$ cat src/rtl/lenet_pkg.sv
// Shared LeNet-5 constants for the convolution layers and the width helper
// used to size the window generator counters.
package lenet_pkg;

   localparam int LENET_DATA_W = 8;

   localparam int C1_IMG_W = 32;
   localparam int C1_IMG_H = 32;
   localparam int C1_K     = 5;

   localparam int C3_IMG_W = 14;
   localparam int C3_IMG_H = 14;
   localparam int C3_K     = 5;

   localparam int C5_IMG_W = 5;
   localparam int C5_IMG_H = 5;
   localparam int C5_K     = 5;

   typedef enum logic {
      ST_FILL = 1'b0,
      ST_RUN  = 1'b1
   } win_state_e;

   // Bits needed to hold 0..n-1, never less than one.
   function automatic int clog2(input int n);
      return (n <= 2) ? 1 : $clog2(n);
   endfunction

endpackage

$ cat src/rtl/pixel_shift_reg.sv
// Line buffer for the window generator: a plain shift register whose entry 0
// holds the newest pixel, exposed as one flat bus.
module pixel_shift_reg #(
   parameter int DEPTH  = 2,
   parameter int DATA_W = 8
) (
   input  logic                    clk,
   input  logic                    rst,
   input  logic                    en,
   input  logic [DATA_W-1:0]       d,
   output logic [DEPTH*DATA_W-1:0] q
);

   always_ff @(posedge clk or posedge rst) begin
      if (rst)
         q <= '0;
      else if (en)
         q <= {q[(DEPTH-1)*DATA_W-1:0], d};
   end

endmodule

$ cat src/rtl/conv_window_gen.sv
// Sliding KxK window generator over a raster pixel stream with stride,
// row-edge suppression and end-of-frame flags.
module conv_window_gen
   import lenet_pkg::*;
#(
   parameter int DATA_W      = LENET_DATA_W,
   parameter int KERNEL_SIZE = 3,
   parameter int IMG_W       = 14,
   parameter int IMG_H       = 14,
   parameter int STRIDE      = 1
) (
   input  logic                                               clk,
   input  logic                                               rst,
   input  logic                                               clear,
   input  logic                                               in_valid,
   input  logic [DATA_W-1:0]                                  in_data,
   output logic                                               out_valid,
   output logic [KERNEL_SIZE*KERNEL_SIZE*DATA_W-1:0]          out_window,
   output logic [clog2((IMG_H-KERNEL_SIZE)/STRIDE+1)-1:0]     out_row,
   output logic [clog2((IMG_W-KERNEL_SIZE)/STRIDE+1)-1:0]     out_col,
   output logic                                               out_last,
   output logic                                               frame_done,
   output win_state_e                                         state
);

   localparam int K     = KERNEL_SIZE;
   localparam int DEPTH = (K-1)*IMG_W + K;
   localparam int OUT_W = (IMG_W-K)/STRIDE + 1;
   localparam int OUT_H = (IMG_H-K)/STRIDE + 1;
   localparam int COL_W = clog2(IMG_W);
   localparam int ROW_W = clog2(IMG_H);
   localparam int PH_W  = clog2(STRIDE);
   localparam int OC_W  = clog2(OUT_W);
   localparam int OR_W  = clog2(OUT_H);

   localparam logic [COL_W-1:0] COL_LAST = COL_W'(IMG_W-1);
   localparam logic [COL_W-1:0] COL_WIN  = COL_W'(K-1);
   localparam logic [ROW_W-1:0] ROW_LAST = ROW_W'(IMG_H-1);
   localparam logic [ROW_W-1:0] ROW_WIN  = ROW_W'(K-1);
   localparam logic [PH_W-1:0]  PH_LAST  = PH_W'(STRIDE-1);
   localparam logic [OC_W-1:0]  OC_LAST  = OC_W'(OUT_W-1);
   localparam logic [OR_W-1:0]  OR_LAST  = OR_W'(OUT_H-1);

   logic [DEPTH*DATA_W-1:0] pix_q;
   logic [COL_W-1:0]        in_col;
   logic [ROW_W-1:0]        in_row;
   logic [PH_W-1:0]         col_ph, row_ph;
   logic [OC_W-1:0]         win_col;
   logic [OR_W-1:0]         win_row;
   win_state_e              state_q, state_d;
   logic                    accept, col_end, row_end, frame_end, emit;

   // Handshake: no ready exists. Any cycle with in_valid high and clear low
   // accepts one pixel; out_valid is a one-cycle pulse the sink must take.
   assign accept    = in_valid && !clear;
   assign col_end   = (in_col == COL_LAST);
   assign row_end   = (in_row == ROW_LAST);
   assign frame_end = accept && col_end && row_end;
   assign emit      = accept && (in_row >= ROW_WIN) && (in_col >= COL_WIN) &&
                      (row_ph == '0) && (col_ph == '0);

   pixel_shift_reg #(.DEPTH(DEPTH), .DATA_W(DATA_W)) u_shift (
      .clk (clk),
      .rst (rst),
      .en  (accept),
      .d   (in_data),
      .q   (pix_q)
   );

   for (genvar r = 0; r < K; r++) begin : g_row
      for (genvar c = 0; c < K; c++) begin : g_col
         assign out_window[(r*K+c)*DATA_W +: DATA_W] =
            pix_q[((K-1-r)*IMG_W + (K-1-c))*DATA_W +: DATA_W];
      end
   end

   always_ff @(posedge clk or posedge rst) begin
      if (rst) begin
         in_col     <= '0;
         in_row     <= '0;
         col_ph     <= '0;
         row_ph     <= '0;
         win_col    <= '0;
         win_row    <= '0;
         out_row    <= '0;
         out_col    <= '0;
         out_valid  <= 1'b0;
         out_last   <= 1'b0;
         frame_done <= 1'b0;
      end else if (clear) begin
         in_col     <= '0;
         in_row     <= '0;
         col_ph     <= '0;
         row_ph     <= '0;
         win_col    <= '0;
         win_row    <= '0;
         out_valid  <= 1'b0;
         out_last   <= 1'b0;
         frame_done <= 1'b0;
      end else begin
         out_valid  <= emit;
         out_last   <= emit && (win_row == OR_LAST) && (win_col == OC_LAST);
         frame_done <= frame_end;
         if (emit) begin
            out_row <= win_row;
            out_col <= win_col;
            if (win_col == OC_LAST) begin
               win_col <= '0;
               win_row <= (win_row == OR_LAST) ? '0 : win_row + 1'b1;
            end else begin
               win_col <= win_col + 1'b1;
            end
         end
         // Phases restart at every row/frame edge so each row begins aligned.
         if (accept) begin
            if (col_end) begin
               in_col <= '0;
               col_ph <= '0;
               in_row <= row_end ? '0 : in_row + 1'b1;
               if (row_end)
                  row_ph <= '0;
               else if (in_row >= ROW_WIN)
                  row_ph <= (row_ph == PH_LAST) ? '0 : row_ph + 1'b1;
            end else begin
               in_col <= in_col + 1'b1;
               if (in_col >= COL_WIN)
                  col_ph <= (col_ph == PH_LAST) ? '0 : col_ph + 1'b1;
            end
         end
      end
   end

   always_ff @(posedge clk or posedge rst) begin
      if (rst)
         state_q <= ST_FILL;
      else
         state_q <= state_d;
   end

   always_comb begin
      state_d = state_q;
      if (clear) begin
         state_d = ST_FILL;
      end else begin
         unique case (state_q)
            ST_FILL: if (emit && !frame_end) state_d = ST_RUN;
            ST_RUN:  if (frame_end)          state_d = ST_FILL;
            default: state_d = ST_FILL;
         endcase
      end
   end

   always_comb begin
      state = state_q;
   end

endmodule

$ cat config.mk
export PLATFORM = sky130hd
export DESIGN_NAME = conv_window_gen
export DESIGN_NICKNAME = d
export VERILOG_FILES = /design/src/rtl/lenet_pkg.sv /design/src/rtl/pixel_shift_reg.sv /design/src/rtl/conv_window_gen.sv
export SDC_FILE = /design/constraint.sdc
export NUM_CORES = 1
export LEC_CHECK = 0
export CAP_MARGIN = 20
export CORE_UTILIZATION = 23
export CTS_BUF_LIST = sky130_fd_sc_hd__clkbuf_4
export CTS_CLUSTER_SIZE = 14
export DETAILED_ROUTE_END_ITERATION = 10
export DONT_BUFFER_PORTS = 1
export PLACE_DENSITY = 0.34
export RECOVER_POWER = 50
export SYNTH_ARGS = -nofsm -noshare
export SYNTH_HDL_FRONTEND = slang
export SYNTH_SLANG_ARGS = --single-unit
$ cat constraint.sdc
create_clock -name clk -period 10.75 [get_ports clk]
set_clock_uncertainty 0.15 [all_clocks]
set_input_delay 1.075 -clock clk [delete_from_list [all_inputs] [get_ports clk]]
set_output_delay 1.075 -clock clk [all_outputs]
set_load 0.02 [all_outputs]
==> results by group <==
Setup path
  – Worst Path Buf+Inv: 3
  – Slowest CP cell: clkinvlp_2
  – Crit-path max cell delay: about 3200 ps
  – Req. time, crit path: 11470 ps
  – CP arrival: 5760 ps
  – Largest delay share family, worst path: buffers and inverters
  – Critical path startpoint category: primary input
  – Setup CP Type: in -> async
  – Crit end category: asynchronous set/reset pin
  – Worst-path maximum fanout: 126
  – Crit path cell chain: clkinvlp_2 -> clkbuf_1 -> buf_16

Global route
  – Vias in the first global route: 5990
  – Global-route wire length before repair: a little over 30000 um
  – Largest net degree at the start of global routing: ~130
  – Grt ovf: 0
  – GRT Total Usage: 8.190%
  – Initial antenna violation count: 2

Route
  – WL final: 19000 um
  – DRT iter0 DRCs: 143
  – Drt via density: 4.003
  – WL per Instance: between 10 and 15 um
  – Number of remaining DRC errors: 5
  – DR vias: 5468
  – Final ANT Viol Nets: 0
  – DR pass1 iterations: 9

Power and ir drop
  – Worst VDD drop: 0.06440 mV
  – Pwr per Cell Area: 223.6 nW/um2
  – Leakage: 5.749 nW

Clock tree
  – Post-CTS sizing: 0
  – CTS sink count: 276
  – Clk Latency, worst-skew pair: 760 ps
  – CTS Hold Bufs: 0
  – CTS tree: done
  – Root Buffer: clkbuf_4
  – Setup bufs post-CTS: 0
  – CTS Buffer Depth: 3
  – TritonCTS Buffers: 83
  – H-tree levels: 3
  – Clock slew at reported path FFs: 60 ps

Hold path
  – Worst hold-check path type: in -> reg

Floorplan
  – Core ar.: 46850 um2
  – Die area: a little under 50000 um2
  – Starting Density: 23.43%
  – Num rows: 79
  – Die Y: 220.5 um
  – Top Ports: 96
  – Die W: approximately 220 um

Final layout
  – Layout area overhead: 10.52%
  – Fin cells: 1366
  – Share of layout cells above drive strength 1: 51.39%
  – # nets final: 715

Placement
  – Inst Count DP: around 1200
  – RD Place Congestion: just under 0.7
  – Dpl hpwl: 11050 um
  – Input/output buffers: 0

Logic synthesis
  – Syn Nets: a little over 700
  – Ys Warns: 0
  – Cell variety after synth: 36
  – Sequential-to-total area share from yosys stat: 62.93%
  – Synth Area in Simple Gates: 2.713%
  – Post-synthesis xor/xnor area fraction: 0.2394%
  – Mux share of post-synthesis cell area: 26.56%
  – Combinational family with the most area after synthesis: multiplexers
  – Synth Register Bits: roughly 280
  – Syn_area_per_cell: 15.42 um2
  – Post-Synthesis Cells: 712
  – Compound-gate portion of the synthesized area: 0.9918%
  – Mapped Area: 10980 um2
  – Adder-Cell Fraction of Synth Area: less than 1%

Timing
  – Hold Violations, Final: 0
  – Unrepaired setup endpoints after global routing: no
  – Max Slew Vio Count: between 100 and 150
  – Final count of negative-setup-slack endpoints: 0
  – Fmax: 198.3 MHz
  – Crit share post-route: 46.91%
  – Minimum clock period: a little over 5000 ps
  – Worst slew margin: -286.3%
  – Setup_tns: 0 ps
  – WHS: 226.4 ps
  – Least-Margin Pin Slew: 5763 ps

Outcome
  – Failing checks: DRC, capacitance limit, slew limit
  – Outcome: complete, but fails checks

Run
  – Total of max-cap violations: 2
## final timing paths
path | end | cells after the start | slack (ps) | from
worst max-delay path | u_shift.q[113] | 3 | 5710 | rst
worst min-delay path | in_col[3] | 1 | 230 | clear
worst max register to register | win_col[2] | 4 | 7930 | in_row[1]
worst min register to register | u_shift.q[119] | 1 | 300 | u_shift.q[111]
max in group clk | u_shift.q[111] | 5 | 6670 | clear
min in group asynchronous | u_shift.q[124] | 1 | 1870 | rst
## cells in the final DEF (no fill, tap or decap), types with 2 or more instances in the layout
cell type    n
a31oi_1      2
nor2_1      15
buf_16       2
clkbuf_4   113
nand2_1      8
buf_4        3
o21ai_0      3
nand2b_1     6
nand3_1      3
diode_2      2
clkinv_2     5
dfrtp_1    276
clkbuf_1     2
ha_1         2
nor3b_1      2
nand3b_1     2
nor3_1       6
bufinv_16    2
a211oi_1     3
mux2_2     258
clkinv_1    17
a21oi_1      5
xnor2_1      2
## flip-flops by register name, indices dropped and copies added, names as in the netlist
name	cells
win_col	4
out_col	4
in_col	4
frame_done	1
out_valid	1
win_row	4
out_last	1
state	1
in_row	4
u_shift.q	248
out_row	4
## power breakdown
group | switching (mW) | total, mW | internal (mW)
clock network | 0.450 | 0.984 | 0.534
registers | 0.207 | 1.46 | 1.26
logic | 0.0866 | 0.265 | 0.178
total | 0.743 | 2.71 | 1.97
## synthesized netlist by cell type, drive strengths merged
cell / instances / area share, %
a211oi: 3 / 0.21
a21oi: 5 / 0.23
a22oi: 1 / 0.068
a31oi: 2 / 0.11
and4b: 1 / 0.091
buf: 99 / 6.1
clkbuf: 4 / 0.14
dfrtp: 276 / 63
ha: 2 / 0.23
inv: 2 / 0.068
mux2: 258 / 26
mux2i: 1 / 0.091
nand2: 8 / 0.30
nand2b: 6 / 0.34
nand3: 3 / 0.14
nand3b: 2 / 0.14
nand4b: 1 / 0.080
nor2: 15 / 0.51
nor2b: 1 / 0.057
nor3: 6 / 0.38
nor3b: 2 / 0.14
nor4: 1 / 0.19
nor4b: 1 / 0.080
o211a: 1 / 0.091
o21a: 1 / 0.068
o21ai: 3 / 0.14
o2bb2ai: 1 / 0.080
or3: 1 / 0.10
or3b: 1 / 0.080
or4b: 1 / 0.091
xnor2: 2 / 0.16
xor2: 1 / 0.080
## per-layer routing
layer / routed length (um) / vias up / track usage (%)
met5: 0 / - / 0
met4: 661 / 0 / 6.000
met3: 1200 / 58 / 3.107
met2: 9988 / 129 / 13.78
met1: 7145 / 2833 / 8.285
li1: - / 2448 / -
## area by class of cell
class / count / area, um2
Fill cell: 4866 / 34720
Timing Repair Buffer: 7 / 85.08
Clock buffer: 113 / 848.3
Antenna cell: 2 / 5.005
Sequential cell: 276 / 6907
Tap cell: 607 / 759.5
Multi-Input combinational cell: 331 / 3339
Clock inverter: 28 / 177.7
Inverter: 2 / 8.758
## logic make-up (layout without fill, tap and decap cells)
group                      count (synthesis)  in the layout
buffers and inverters                    105            150
other                                      0              2
DFF                                      276            276
adders and majority gates                  2              2
and+or+nand+nor                           50             50
AOI/OAI and AO/OA                         17             17
muxes                                    259            259
xor gates and xnor gates                   3              3
## through the flow
step	util [%]	power [mW]	worst slack, ps	area (um2)
finish	25.89	2.712	5707	12130
global route	25.89	2.893	4744	12130
CTS	25.88	2.798	7484	12130
detailed placement	23.69	1.765	6666	11100
global placement	23.69	1.749	6719	11100
floorplan	-	1.739	1916	10980
No activity file was read; power rests on OpenSTA's default activity.
